--- src/rtl/inst_queue.sv ---
`default_nettype none
// ============================================================================
// Module   : inst_queue
// Brief    : Circular instruction/PC FIFO between fetcher and decoder with
//            show-ahead head, single-cycle flush and global rdy stall.
// Revision : 1.0 - initial release
// ============================================================================
module inst_queue #(
    parameter int DEPTH  = 16,
    parameter int ADDR_W = 4
) (
    input  logic              clk,
    input  logic              rst,
    input  logic              rdy,
    input  logic              IF_valid,
    input  logic [31:0]       IF_inst,
    input  logic [31:0]       IF_pc,
    output logic              IF_queue_is_full,
    input  logic              ID_enable,
    output logic              ID_queue_is_empty,
    output logic [31:0]       ID_inst,
    output logic [31:0]       ID_pc,
    input  logic              ROB_clear
);

    localparam logic [ADDR_W:0]   c_full_count = (ADDR_W + 1)'(DEPTH);
    localparam logic [ADDR_W:0]   c_cnt_one    = (ADDR_W + 1)'(1);
    localparam logic [ADDR_W-1:0] c_ptr_one    = ADDR_W'(1);

    logic [31:0]       r_inst_mem [0:DEPTH-1];
    logic [31:0]       r_pc_mem   [0:DEPTH-1];
    logic [ADDR_W-1:0] r_head;
    logic [ADDR_W-1:0] r_tail;
    logic [ADDR_W:0]   r_count;

    logic w_empty;
    logic w_full;
    logic w_push;
    logic w_pop;
    logic w_wr_en;

    // Full/empty come from the count alone; head == tail is ambiguous.
    assign w_empty = (r_count == '0);
    assign w_full  = (r_count == c_full_count);

    assign w_push  = rdy & IF_valid & ~w_full;
    assign w_pop   = rdy & ID_enable & ~w_empty;
    assign w_wr_en = w_push & ~ROB_clear & ~rst;

    assign IF_queue_is_full  = w_full;
    assign ID_queue_is_empty = w_empty;
    assign ID_inst           = w_empty ? 32'h0 : r_inst_mem[r_head];
    assign ID_pc             = w_empty ? 32'h0 : r_pc_mem[r_head];

    always_ff @(posedge clk) begin
        if (w_wr_en) begin
            r_inst_mem[r_tail] <= IF_inst;
            r_pc_mem[r_tail]   <= IF_pc;
        end
    end

    always_ff @(posedge clk) begin
        if (rst) begin
            r_head  <= '0;
            r_tail  <= '0;
            r_count <= '0;
        end else if (rdy) begin
            if (ROB_clear) begin
                r_head  <= '0;
                r_tail  <= '0;
                r_count <= '0;
            end else begin
                if (w_push) begin
                    r_tail <= r_tail + c_ptr_one;
                end
                if (w_pop) begin
                    r_head <= r_head + c_ptr_one;
                end
                if (w_push && !w_pop) begin
                    r_count <= r_count + c_cnt_one;
                end else if (!w_push && w_pop) begin
                    r_count <= r_count - c_cnt_one;
                end
            end
        end
    end

endmodule
`default_nettype wire

--- config.mk ---
export PLATFORM = sky130hd
export DESIGN_NAME = inst_queue
export DESIGN_NICKNAME = d
export VERILOG_FILES = /design/src/rtl/inst_queue.sv
export SDC_FILE = /design/constraint.sdc
export NUM_CORES = 1
export LEC_CHECK = 0
export ABC_AREA = 1
export BUFFER_PORTS_ARGS = -buffer_cell sky130_fd_sc_hd__buf_2
export CORE_MARGIN = 8
export CORE_UTILIZATION = 50
export DETAILED_ROUTE_END_ITERATION = 8
export GPL_ROUTABILITY_DRIVEN = 0
export PLACE_DENSITY_LB_ADDON = 0.25
export SKIP_LAST_GASP = 1
export SYNTH_ARGS = -nofsm -noshare
export SYNTH_HDL_FRONTEND = slang
export SYNTH_SLANG_ARGS = --single-unit
--- constraint.sdc ---
create_clock -name clk -period 4.45 [get_ports clk]
set_input_delay 0.6675 -clock clk [delete_from_list [all_inputs] [get_ports clk]]
set_output_delay 0.6675 -clock clk [all_outputs]
set_load 0.05 [all_outputs]
# == After elaboration in Yosys (flattened, before gate mapping) ==
# Memories as Yosys holds them, arrays and structs flattened. A register that Yosys moved wholly into a read port is not among the register bits.
# Cells that the tools add are included.
# classes
n_addsub,4
n_eq_ne,1
mux,15
bitwise,10
n_reduce_logical,11
# op_table
op,count
2-to-1 mux 32 bit,2
2-to-1 mux 4 bit,8
2-to-1 mux 5 bit,3
adder 4 x 1 -> 4 bit (second input constant),2
bitwise AND 1 bit,6
AND reduction 2 bit,3
adder 5 x 1 -> 5 bit (second input constant),1
== test 5 bit (second input constant),1
zero test 5 bit,1
subtractor 5 x 1 -> 5 bit (second input constant),1
NOT 1 bit,4
nonzero test 2 bit,2
nonzero test 3 bit,1
logical AND 1 bit,2
zero test 1 bit,2
2-to-1 mux 1 bit,2
# totals
reg_bits,13
ramBits,1024
output_inout_bits,66
elab_cells,46
mem_count,2
# memory_table
name,words,word_bits,read_ports,rd_ports_with_merged_regs,write_ports,line,text
r_inst_mem,16,32,1,1,1,30,logic [31:0] r_inst_mem [0:DEPTH-1];
r_pc_mem,16,32,1,1,1,31,logic [31:0] r_pc_mem [0:DEPTH-1];

# == Depth between registers and ports, before layout ==
# depth
depth_word,8
ltp_mapped,17
ltp_nobuf,16

# == Worst setup path before layout ==
# Ideal clock, no wire load.
# synth_path
path_kind,input port to flip-flop
startpoint,input rdy
endpoint,memory r_inst_mem[0][0] (enable)
arrival_time_ps,4058
required_ps,3964
path_slack_ps,-94
path_stages,9
path_buffers,1
cell_sequence,buf_2 -> nand2_1 -> inv_1 -> nand2_1 -> nor2_1 -> nand2_1 -> inv_1 -> nand2_1 -> nor2_1
# synth_via
elab_chain_cells,6
# synth_rtl
element,line,text
"start, declared",14,"input logic rdy,"
bitwise AND 1 bit (2 in series),46,assign w_push = rdy & IF_valid & ~w_full;
bitwise AND 1 bit (2 in series),48,assign w_wr_en = w_push & ~ROB_clear & ~rst;
2-to-1 mux 1 bit,56,if (w_wr_en) begin
2-to-1 mux 1 bit (implied by the code),57,r_inst_mem[r_tail] <= IF_inst;
"end, declared",30,
# Every way passes these cells.

==> flow_metrics.tcl <==
set metrics [dict create \
    synth_common_cells "edfxtp_1, nor2_1, o21ai_0" \
    firstDrtPassIters 5 \
    worstSkewPairLatency_ns 0.66 \
    preCtsSetupSlack_ns 1.09 \
    port_buffers 135 \
    antenna_left 0 \
    critPathMaxStageDelay_ns 0.56 \
    cts_tree "done" \
    cts_resized 0 \
    clock_sinks 1041 \
    tightestPinTransition_ns 1.20 \
    period_share 0.931 \
    initial_utilization 0.505 \
    htree_levels 3 \
    synth_cell_types 27 \
    ys.flop_type "edfxtp_1" \
    slew_headroom 0.202 \
    worst_slack_ns 0.307 \
    viasPerCell 6.07 \
    hp-class "in2reg" \
    setup_viol 0 \
    fin_worst_skew_ns 0.0170 \
    hold_violations 0 \
    cts_setup_buffers 0 \
    row_count 104 \
    whs_ns 0.359 \
    antenna_found_initial 11 \
    cts_hold_buf 0 \
    max_freq_mhz 241 \
    ys_warn_count 0 \
    crit_path_start_kind "register" \
    async_flop_share 0 \
    p_leak_nw 14.6 \
    dieArea_um2 90700 \
    period_needed_ns 4.14 \
    avgRoutedWirePerCell_um 23.8 \
    fillers 6205 \
    ys_ff_latch 1041 \
    cp_data_arrival_time_ns 3.48 \
    ys_seq_area_frac 0.765 \
    hpwlAfterDp_um 48600 \
    drv_cap 0 \
    slew_violations 0 \
    grt_max_degree 232 \
    clkTransAtPathRegs_ns 0.06 \
    syn_area_um2 40700 \
    ir_worst_vdd_v 0.000374 \
    rsz0062_at_grt "false" \
    slowest_stage "buf_12" \
    path_common_cell "o211ai_1" \
    yosysMostFrequentCell "edfxtp_1" \
    grt_pass1_vias 25700 \
    avgSynthCellArea_um2 13.8 \
    synthCells 2940 \
    boundaryPins 136 \
    crit_chain "buf_12 > o21ai_0 > o211ai_1 > o211ai_1 > a21oi_1 > buf_2" \
    die_w_um 301 \
    synth_top_area_frac 0.756 \
    synth_edf_count 1024 \
    status "complete, no violations" \
    path_buf_inv 2 \
    powerDensity_nw_per_um2 440 \
    drive_gt1_frac 0.115 \
    cts.path.max_buffers 3 \
    regArea_um2 31100 \
    multi_input_comb_area_um2 8570 \
    grt_overflow_total 0 \
    critPathTopFamily "compound AO/OA/AOI/OAI gates" \
    tns_ns 0 \
    nets 3091 \
    grt_pass1_wl_um 152000 \
    num_vias 25200 \
    critPathKind "reg2out" \
    cts-root-buf "clkbuf_16" \
    ys_top_cells_by_area "edfxtp_1, o21ai_0, nor2_1, o221ai_1, o211ai_1" \
    drc 0 \
    placeableCoreArea_um2 80500 \
    area.growth.synth_to_final_pct 12.4 \
    finalPower_mw 20.1 \
    drt_iter0_drc 2528 \
    syn-num-nets 3020 \
    cp.required_ns 3.78 \
    die_y_um 301 \
    routed_wl_um 99200 \
    cts-buffers-inserted 104 \
    worstPathMaxFanout 231 \
    synth_top_area_cell "edfxtp_1" \
    grt_usage 0.215 \
    end_kind "primary output" \
]
[per-stage QoR]
stage           util  instance area (um2)  std cells
2_1_floorplan      -                40700       2940
3_3_place_gp   0.527                42400       3965
3_5_place_dp   0.527                42400       3965
4_1_cts        0.567                45700       4157
5_1_grt        0.567                45700       4157
6_report       0.567                45700       4161
[layout make-up]
cell class / instances / share of cell area
tap: 1060 / 0.0290
inverter: 24 / 0.00246
antenna: 4 / 0.000219
sequential: 1041 / 0.681
clock buffer: 130 / 0.0600
timing repair buffer: 184 / 0.0283
multi-input combinational: 1656 / 0.188
clock inverter: 62 / 0.0116
[metal layers]
layer  share of wire  vias up  GRT usage  routed length [um]
met5         0.00023        -          0                  23
met4           0.023        4     0.0618                2260
met3           0.066      160     0.0389                6560
met2            0.50      892      0.366               49400
met1            0.41    12800      0.282               41000
li1                -    11400          -                   -
[cells in the final DEF (no fill, tap or decap), types with 29 or more instances in the layout]
cell,synthesis,layout
nand3_1,75,75
edfxtp_1,1024,1024
buf_2,51,135
o211ai_1,134,134
nor2_1,611,595
clkbuf_16,0,106
o22ai_1,57,57
a21oi_1,78,78
o21ai_0,505,505
o221ai_1,122,122
buf_4,21,29
nand2_1,35,35
[logic make-up after synthesis]
group,Yosys count,synth area share
flops,1041,0.765
compound gates,918,0.134
simple gates,725,0.0695
buf+inv,243,0.0275
fa+ha+maj,10,0.00326
xor+xnor,3,0.000646
[worst paths after layout]
kind / from / end / slack [ns] / cells past startpoint
worst max-delay path: register / ID_pc[10] / 0.31 / 6
worst min-delay path: rst / r_count[3]$_SDFFE_PP0P_ / 0.36 / 2
worst max register to register: r_count[0]$_SDFFE_PP0P_ / r_inst_mem[12][0]$_DFFE_PP_ / 1.58 / 9
worst min register to register: r_head[3]$_SDFFE_PP0P_ / register / 0.48 / 2
[power by group]
part	switching, mW	internal (mW)	leakage [nW]
sequential	0.0104	10.8	9.35
clock	3.59	4.78	1.60
combinational	0.754	0.192	3.64
[sequential cells by signal, summed over array words and instances (netlist names), named ones only]
name	cells
r_inst_mem	512
r_pc_mem	512
r_count	5
r_head	4
r_tail	4
[worst register-to-register path: stages (launching register included)]
cell	delay, ns
dfxtp_1	0.42
nor2_1	0.12
nand3_1	0.15
nand2_1	0.16
nor2_1	0.12
nand2_1	0.06
inv_1	0.13
nand2_1	0.25
nor2_4	0.79
buf_4	0.37
(Power assumes the default switching activity.)
